[src/rtl/flash_prog.sv]
// SPI NOR page-program engine: WREN, PAGE PROGRAM (1..256 bytes), then RDSR polling until WIP clears.
// Define FLASH_PROG_ERASE_EN to add a 4 KiB sector-erase request input.
module flash_prog #(
    parameter int ADDR_NBIT = 24,
    parameter int CLK_DIV   = 2,
    parameter int CS_GAP    = 4,
    parameter int POLL_MAX  = 65535
) (
    input  logic                 mclk,
    input  logic                 rst_n,
    input  logic                 wr,
    input  logic [ADDR_NBIT-1:0] waddr,
    input  logic [8:0]           wlen,
    input  logic [7:0]           wdata,
    input  logic                 wdv,
`ifdef FLASH_PROG_ERASE_EN
    input  logic                 erase,
`endif
    output logic                 wready,
    output logic                 busy,
    output logic                 done,
    output logic                 err,
    output logic                 sclk,
    output logic                 cs,
    output logic                 sdo,
    input  logic                 sdi,
    output logic                 wp,
    output logic                 hold
);

    localparam int SH_W = 8 + ADDR_NBIT;
    localparam int PW   = (POLL_MAX > 1) ? $clog2(POLL_MAX + 1) : 1;
    localparam logic [7:0]  DIV_RL  = 8'(CLK_DIV - 1);
    localparam logic [7:0]  GAP_RL  = 8'(CS_GAP - 1);
    localparam logic [5:0]  NB_ADDR = 6'(SH_W);
    localparam logic [PW:0] PMAX    = POLL_MAX[PW:0];

    typedef enum logic [2:0] {S_IDLE, S_CHECK, S_START, S_SHIFT, S_DREQ, S_GAP, S_EVAL} state_t;
    typedef enum logic [2:0] {F_WREN, F_PP, F_DATA, F_SE, F_RDSR, F_POLL} frame_t;

    state_t              state_q;
    frame_t              frame_q, after_wren_d;
    logic [ADDR_NBIT-1:0] addr_q;
    logic [8:0]          cnt_q;
    logic [SH_W-1:0]     sh_q, sh_d;
    logic [5:0]          bits_q, bits_d;
    logic [7:0]          div_q, gap_q, rx_q;
    logic [PW-1:0]       poll_q;
    logic [PW:0]         poll_d;
    logic                len_bad_d, reject_d;
    logic                wready_q, busy_q, done_q, err_q, sclk_q, cs_q, sdo_q;
`ifdef FLASH_PROG_ERASE_EN
    logic                er_q;
`endif

    always_comb begin
        poll_d    = {1'b0, poll_q} + {{PW{1'b0}}, 1'b1};
        len_bad_d = (cnt_q == 9'd0) || (cnt_q > 9'd256) ||
                    (({2'b00, addr_q[7:0]} + {1'b0, cnt_q}) > 10'd256);
`ifdef FLASH_PROG_ERASE_EN
        reject_d     = len_bad_d && !er_q;
        after_wren_d = er_q ? F_SE : F_PP;
`else
        reject_d     = len_bad_d;
        after_wren_d = F_PP;
`endif
        case (frame_q)
            F_PP: begin
                sh_d   = {8'h02, addr_q};
                bits_d = NB_ADDR;
            end
            F_SE: begin
                sh_d   = {8'h20, addr_q[ADDR_NBIT-1:12], 12'h000};
                bits_d = NB_ADDR;
            end
            F_RDSR: begin
                sh_d   = {8'h05, {ADDR_NBIT{1'b0}}};
                bits_d = 6'd16;
            end
            default: begin
                sh_d   = {8'h06, {ADDR_NBIT{1'b0}}};
                bits_d = 6'd8;
            end
        endcase
    end

    always_ff @(posedge mclk or negedge rst_n) begin
        if (!rst_n) begin
            state_q  <= S_IDLE;
            frame_q  <= F_WREN;
            addr_q   <= '0;
            cnt_q    <= '0;
            sh_q     <= '0;
            bits_q   <= '0;
            div_q    <= '0;
            gap_q    <= '0;
            rx_q     <= '0;
            poll_q   <= '0;
            wready_q <= 1'b0;
            busy_q   <= 1'b0;
            done_q   <= 1'b0;
            err_q    <= 1'b0;
            sclk_q   <= 1'b0;
            cs_q     <= 1'b0;
            sdo_q    <= 1'b0;
`ifdef FLASH_PROG_ERASE_EN
            er_q     <= 1'b0;
`endif
        end else begin
            done_q <= 1'b0;
            err_q  <= 1'b0;
            case (state_q)
                S_IDLE: begin
`ifdef FLASH_PROG_ERASE_EN
                    if (erase) begin
                        er_q    <= 1'b1;
                        addr_q  <= waddr;
                        busy_q  <= 1'b1;
                        state_q <= S_CHECK;
                    end else if (wr) begin
                        er_q    <= 1'b0;
                        addr_q  <= waddr;
                        cnt_q   <= wlen;
                        busy_q  <= 1'b1;
                        state_q <= S_CHECK;
                    end
`else
                    if (wr) begin
                        addr_q  <= waddr;
                        cnt_q   <= wlen;
                        busy_q  <= 1'b1;
                        state_q <= S_CHECK;
                    end
`endif
                end
                S_CHECK: begin
                    poll_q  <= '0;
                    frame_q <= F_WREN;
                    if (reject_d) begin
                        err_q   <= 1'b1;
                        busy_q  <= 1'b0;
                        state_q <= S_IDLE;
                    end else begin
                        state_q <= S_START;
                    end
                end
                S_START: begin
                    cs_q    <= 1'b1;
                    sclk_q  <= 1'b0;
                    sh_q    <= sh_d;
                    sdo_q   <= sh_d[SH_W-1];
                    bits_q  <= bits_d;
                    div_q   <= DIV_RL;
                    state_q <= S_SHIFT;
                end
                S_SHIFT: begin
                    if (div_q != 8'd0) begin
                        div_q <= div_q - 8'd1;
                    end else begin
                        div_q  <= DIV_RL;
                        sclk_q <= ~sclk_q;
                        // Rising edge samples sdi; falling edge advances sdo or closes the frame.
                        if (!sclk_q) begin
                            rx_q <= {rx_q[6:0], sdi};
                        end else if (bits_q != 6'd1) begin
                            bits_q <= bits_q - 6'd1;
                            sh_q   <= sh_q << 1;
                            sdo_q  <= sh_q[SH_W-2];
                        end else if (frame_q == F_PP || (frame_q == F_DATA && cnt_q != 9'd0)) begin
                            frame_q  <= F_DATA;
                            wready_q <= 1'b1;
                            state_q  <= S_DREQ;
                        end else begin
                            cs_q    <= 1'b0;
                            sdo_q   <= 1'b0;
                            gap_q   <= GAP_RL;
                            state_q <= S_GAP;
                            case (frame_q)
                                F_WREN:  frame_q <= after_wren_d;
                                F_RDSR:  frame_q <= F_POLL;
                                default: frame_q <= F_RDSR;
                            endcase
                        end
                    end
                end
                S_DREQ: begin
                    if (wdv) begin
                        wready_q <= 1'b0;
                        sh_q     <= {wdata, {ADDR_NBIT{1'b0}}};
                        sdo_q    <= wdata[7];
                        bits_q   <= 6'd8;
                        div_q    <= DIV_RL;
                        cnt_q    <= cnt_q - 9'd1;
                        state_q  <= S_SHIFT;
                    end
                end
                S_GAP: begin
                    if (gap_q != 8'd0) gap_q <= gap_q - 8'd1;
                    else state_q <= (frame_q == F_POLL) ? S_EVAL : S_START;
                end
                S_EVAL: begin
                    if (!rx_q[0]) begin
                        done_q  <= 1'b1;
                        busy_q  <= 1'b0;
                        state_q <= S_IDLE;
                    end else if (poll_d == PMAX) begin
                        err_q   <= 1'b1;
                        busy_q  <= 1'b0;
                        state_q <= S_IDLE;
                    end else begin
                        poll_q  <= poll_d[PW-1:0];
                        frame_q <= F_RDSR;
                        state_q <= S_START;
                    end
                end
                default: state_q <= S_IDLE;
            endcase
        end
    end

    assign wready = wready_q;
    assign busy   = busy_q;
    assign done   = done_q;
    assign err    = err_q;
    assign sclk   = sclk_q;
    assign cs     = cs_q;
    assign sdo    = sdo_q;
    assign wp     = 1'b0;
    assign hold   = 1'b0;

endmodule

[config.mk]
export PLATFORM = sky130hd
export DESIGN_NAME = flash_prog
export DESIGN_NICKNAME = d
export VERILOG_FILES = /design/src/rtl/flash_prog.sv
export SDC_FILE = /design/constraint.sdc
export NUM_CORES = 1
export LEC_CHECK = 0
export ABC_AREA = 1
export CORE_MARGIN = 5
export CORE_UTILIZATION = 51
export CTS_CLUSTER_DIAMETER = 100
export DETAILED_ROUTE_END_ITERATION = 8
export GPL_TIMING_DRIVEN = 0
export MAX_ROUTING_LAYER = met4
export PLACE_DENSITY = 0.82
export SLEW_MARGIN = 40
export SYNTH_ARGS = -nofsm -noshare
export SYNTH_HDL_FRONTEND = slang
export SYNTH_SLANG_ARGS = --single-unit
[constraint.sdc]
create_clock -name mclk -period 6 [get_ports mclk]
set_clock_uncertainty 0.1 [all_clocks]
set_input_delay 1.2 -clock mclk [delete_from_list [all_inputs] [get_ports mclk]]
set_output_delay 1.2 -clock mclk [all_outputs]
set_load 0.02 [all_outputs]
==> Yosys cells after proc, flatten, opt, wreduce, memory -nomap -nowiden <==
Index checks and enable logic that the tools add are counted.
{ "totals": {"out_inout_bits": 9, "regBits": 116, "elab_cells": 164, "mem_bits_rw": 0, "latch_bits": 0, "memories": 0, "rom_bits": 0, "input_bits": 46} }
{ "op_classes": {"add_sub_neg": 6, "n_reduce_logical": 33, "eq_ne": 28, "div": 0, "muxes": 76, "magnitude_cmp": 2, "shift": 0, "mul": 0, "bitwise": 2} }
{ "op_table": {"columns": ["cell", "n"], "rows": [
  ["two-way mux 31 bit", 4],
  ["case mux 31 bit (3 select lines)", 1],
  ["case mux 30 bit (3 select lines)", 1],
  ["two-way mux 8 bit", 7],
  ["two-way mux 3 bit", 13],
  ["two-way mux 16 bit", 2],
  ["case mux 16 bit (2 select lines)", 1],
  ["!= test 2 bit (second input constant)", 13],
  ["two-way mux 1 bit", 24],
  ["two-way mux 6 bit", 4],
  ["case mux 8 bit (3 select lines)", 1],
  ["AND reduction 6 bit", 4],
  ["case mux 3 bit (7 select lines)", 1],
  ["two-way mux 9 bit", 2],
  ["case mux 6 bit (3 select lines)", 1],
  ["case mux 9 bit (2 select lines)", 1],
  ["adder 16 x 1 -> 17 bit (second input constant)", 1],
  ["equality test 17 x 16 -> 1 bit (second input constant)", 1],
  ["case mux 8 bit (2 select lines)", 1],
  ["nonzero test 8 bit", 2],
  ["subtractor 8 x 1 -> 8 bit (second input constant)", 2],
  ["equality test 3 bit (second input constant)", 5],
  ["AND reduction 5 bit", 3],
  ["equality test 3 x 2 -> 1 bit (second input constant)", 4],
  ["26 further kinds", 48]
]} }

==> Logic depth before layout (Yosys ltp) <==
{ "depth": {"word_depth": 8, "depth_mapped": 18, "depth_no_buf": 18} }

==> Worst setup path after synthesis <==
Ideal clock, no wire load.
{ "synth_path": {"kind": "register to register", "from": "reg cnt_q[1]", "to": "reg gap_q[3]", "n_path_buf": 1, "path_slack_ns": 3.620, "path_stages_with_launch": 18, "required_time_ns": 5.774, "t_arrival_ns": 2.155, "path_cell_list": "dfrtp_1 inv_1 ha_1 nand2_1 nor2_1 nand2_1 nor2_1 nand2_1 inv_1 ha_1 o21ai_0 nand3_1 nor2_1 nor3_1 nand2_1 buf_2 o21ai_0 a21oi_1"} }
{ "synth_via": {"elab_chain_len": 5} }
{ "synth_lines": {"columns": ["element", "line_no", "text"], "rows": [
  ["from (decl)", "44", "logic [8:0] cnt_q;"],
  ["from (signal assigned)", "130", "cnt_q <= wlen;"],
  ["from (signal assigned)", "193", "cnt_q <= cnt_q - 9'd1;"],
  ["nonzero test 9 bit", "169", "end else if (frame_q == F_PP || (frame_q == F_DATA && cnt_q != 9'd0)) begin"],
  ["logical AND 1 bit", "169", null],
  ["logical OR 1 bit", "169", null],
  ["!= test 2 bit (no source line)", null, null],
  ["AND reduction 6 bit (no source line)", null, null],
  ["to (signal assigned)", "198", "if (gap_q != 8'd0) gap_q <= gap_q - 8'd1;"],
  ["to (decl)", "47", "logic [7:0] div_q, gap_q, rx_q;"]
]} }
Every way passes these cells.
A chain may end at the register's enable or synchronous reset.

==> Worst setup path in the final report <==
{ "layout_path": {"from": "in wr", "to": "reg addr_q[20]"} }
{ "layout_via": {"elab_chain_len": 1} }
{ "layout_lines": {"columns": ["element", "line_no", "text"], "rows": [
  ["from (decl)", "11", "input logic wr,"],
  ["AND reduction 2 bit (no source line)", null, null],
  ["to (signal assigned)", "129", "addr_q <= waddr;"],
  ["to (decl)", "43", "logic [ADDR_NBIT-1:0] addr_q;"]
]} }
Every way passes these cells.

==> summary.md <==
| Metric | Value |
|---|---|
| Drt drc | `0` |
| CTS clk-pin slew, worst paths | `60 ps` |
| Clk_lat worst skew | `420 ps` |
| Total Die Area | `between 15,000 and 20,000 um2` |
| Core Box Area | `12,600 um2` |
| Largest net degree at the start of global routing | `61` |
| Capture point of the worst reg-to-reg path | `gap_q[3]` |
| Multiplexer share of the synthesized area | `3.98%` |
| Adder-Cell Fraction of Synth Area | `under 10%` |
| Post-synth top area cell | `dfrtp_1` |
| Register bit total from synthesis | `116` |
| CP Cell Sequence | `clkdlybuf4s50_1 -> nand2_1 -> clkbuf_1 -> mux2_2` |
| Worst-case reg-to-reg path depth | `17` |
| Place WS | `around 2700 ps` |
| Sequential share of the synthesized area | `44.6%` |
| Resize count post-CTS | `0` |
| Mean Syn Cell Area | `7.90 um2` |
| Synth Warn # | `0` |
| Peak VDD IR | `0.292 mV` |
| Slew HR | `53.7%` |
| Highest-delay cell along the critical path | `clkbuf_1` |
| Switching Share | `41.7%` |
| Depth of the CTS H-tree | `4` |
| Hpwl dp | `11,000 um` |
| Placement Cell Area | `7280 um2` |
| Drt wl/cell | `14.3 um` |
| HP Start | `rx_q[0]` |
| Final #Nets | `between 900 and 1,000` |
| Hold Path Class | `reg -> reg` |
| GRT Util Overall | `22.8%` |
| Ports | `55` |
| TritonCTS Buffers | `17` |
| Max-slew violations | `0` |
| Cell count along the critical path | `4` |
| Final Cell Area | `7850 um2` |
| Cell count after placement | `roughly 1,100` |
| Die Span Y | `123 um` |
| Ys async rst share | `100%` |
| Chip Width | `123 um` |
| Hold Vio Cnt, Final | `0` |
| Synth Flop Type | `dfrtp_1` |
| Worst slew pin tran | `695 ps` |
| Synth area leaders | `dfrtp_1 (45%), nand2_1 (12%), o21ai_0 (5.9%)` |
| Hold WS | `356 ps` |
| Tcrit/Tclk final | `48.6%` |
| RSZ-0062 raised after global routing | `false` |
| Vias | `just under 6,000` |
| Synth cell types | `45` |
| Cells after Synth | `824` |
| Clock sink count | `116` |
| Comb power frac | `43.2%` |
| Remaining Overflow, GRT | `0` |
| Max Clk Rate | `~0.34 GHz` |
| Buffers on Ports | `52` |
| CP bufs+invs | `2` |
| Endpoint, Worst Hold | `done` |
| P_leak | `about 3.6 nW` |
| Post-Syn Area | `6510 um2` |
| Initial Util | `51.8%` |
| RD Place Congestion | `a little under 0.9` |
| Final non-filler cell total | `about 1,100` |
| Critical Path End Type | `flop` |
| Kind of critical path | `in -> reg` |
| Post-route minimum period | `2920 ps` |
| First-pass GRT wire length | `26,300 um` |
| Post-CTS Hold Buffers | `0` |
| CP peak stage delay | `600 ps` |
| Reg area | `between 2000 and 3000 um2` |
| Max cap viols | `0` |
| Status | `finished, final reports clean` |
| PD cells | `just over 500 nW/um2` |
| Layout area overhead | `20.6%` |
| Footprint of the multi-input gates | `3060 um2` |
| Post-Synth Simple-Gate Area | `23.9%` |
| Post-synth EDFFs | `0` |
| Worst Path Arrival | `3120 ps` |
| Startpoint Class | `primary input` |
| Initial DRC count | `473` |
| Vias/cell | `5.35` |
| Clock root buffer | `clkbuf_16` |
| Worst r2r src | `cnt_q[1]` |
| Share of total power in the clock network | `24.4%` |
| Share of layout cells above drive strength 1 | `roughly a tenth` |
| Final setup margin | `~3000 ps` |
| Worst reg2reg setup slack | `3100 ps` |
| WHS Path Cells | `1` |
| Synth top area share | `44.6%` |
| Initial antenna violation count | `0` |
| P_int | `2.32 mW` |
| Post-synthesis compound-gate area fraction | `13.8%` |
| Post-CTS setup buffers | `0` |
| CTS tree | `yes` |
| Number of global-route vias before repair | `5,572` |
| CP max FO | `10` |
| Main combinational cell family by area after synthesis | `simple AND/OR/NAND/NOR gates` |
| Rows | `41` |
| Sw Pwr | `1.66 mW` |
| Seq pwr share | `32.3%` |
| Post-Synth XOR/XNOR Area | `1.35%` |
| Total Power | `3.97 mW` |
| CTS Buffer Depth | `2` |
| Drt pass-1 iters | `5` |
| Post-route ant nets | `0` |
| CP delay by family, top | `buffers and inverters` |
| CP required | `6210 ps` |
| Antenna cell count | `0` |
| Routed wire length | `15,500 um` |
| Filler Cell Count | `1,059` |
| Final setup viols | `0` |
==> placed cells by master, fill, tap and decap left out, types with 13 or more instances in the layout <==
master and count:
nand2_1 202, dfrtp_1 116, inv_1 102, o21ai_0 77, nor2_1 69, nand3_1 51, clkdlybuf4s50_1 51, mux2_2 23
o21ai_1 19, a21oi_1 18, ha_1 18, clkbuf_16 17, o22ai_1 13
==> layer usage <==
layer | up-vias | share of wire, % | global-route usage, %
li1 | 2868 | - | -
met1 | 2710 | 44 | 28.8
met2 | 180 | 47 | 36.3
met3 | 28 | 5.9 | 4.89
met4 | 0 | 2.3 | 8.51
met5 | - | 0 | -
==> power by group through the flow <==
stage | sequential [mW] | combinational [mW] | clock [mW]
after floorplan | 1.24 | 1.29 | 0
after global placement | 1.28 | 1.65 | 0
after detailed placement | 1.29 | 1.70 | 0
after CTS | 1.28 | 1.72 | 0.984
after global routing | 1.32 | 1.97 | 1.02
final | 1.28 | 1.72 | 0.969
==> sequential cells by signal, indices dropped and copies added (netlist names), 3 cells and up <==
register	count
gap_q	8
bits_q	6
state_q	3
poll_q	16
frame_q	3
addr_q	24
div_q	8
sh_q	31
cnt_q	9
==> synth_stat cells, types with 3 or more instances <==
cell type and count:
a21oi_1 18, a22oi_1 12, a31oi_1 5, buf_2 9, buf_4 3, buf_6 4, clkbuf_1 9, dfrtp_1 116
ha_1 18, inv_1 102, inv_2 6, mux2_2 23, nand2_1 202, nand2_2 4, nand3_1 51, nand3b_1 3
nand4_1 12, nor2_1 69, nor2_2 3, nor3_1 9, o21ai_0 77, o21ai_1 19, o22ai_1 13, o31ai_1 4
xor2_1 9
==> logic make-up (layout without fill, tap and decap cells) <==
group / Yosys count / in the layout
buffers and inverters: 134 / 219
DFF: 116 / 116
AOI/OAI and AO/OA: 160 / 160
adders and majority gates: 19 / 19
xor gates and xnor gates: 10 / 10
muxes: 23 / 23
and+or+nand+nor: 361 / 361
other: 1 / 2
==> metrics by stage <==
| stage | utilization (%) | setup TNS (ps) |
|---|---|---|
| 5_1_grt | 62.5 | 0 |
| 6_report | 62.5 | 0 |
| 3_5_place_dp | 57.9 | 0 |
| 3_3_place_gp | 57.7 | -100630 |
| 2_1_floorplan | - | 0 |
| 4_1_cts | 62.5 | 0 |
==> final cells by class <==
type | count | area share, %
Multi-Input combinational cell | 575 | 38.9
Timing Repair Buffer | 53 | 7.04
Inverter | 109 | 5.21
Clock buffer | 18 | 5.59
Tap cell | 172 | 2.74
Clock inverter | 14 | 1.67
Buffer | 25 | 1.86
Sequential cell | 116 | 37.0
==> how the worst max path moves through the flow <==
stage                         from    endpoint  slack (ps)
after global placement       rst_n    sh_q[20]        -870
final                           wr  addr_q[20]        3080
after detailed placement        wr  addr_q[18]        2730
after global routing      cnt_q[1]    gap_q[2]        2740
after floorplan           cnt_q[1]    gap_q[3]        3620
after CTS                 cnt_q[1]    gap_q[3]        3080
No activity file was read; power rests on OpenSTA's default activity.
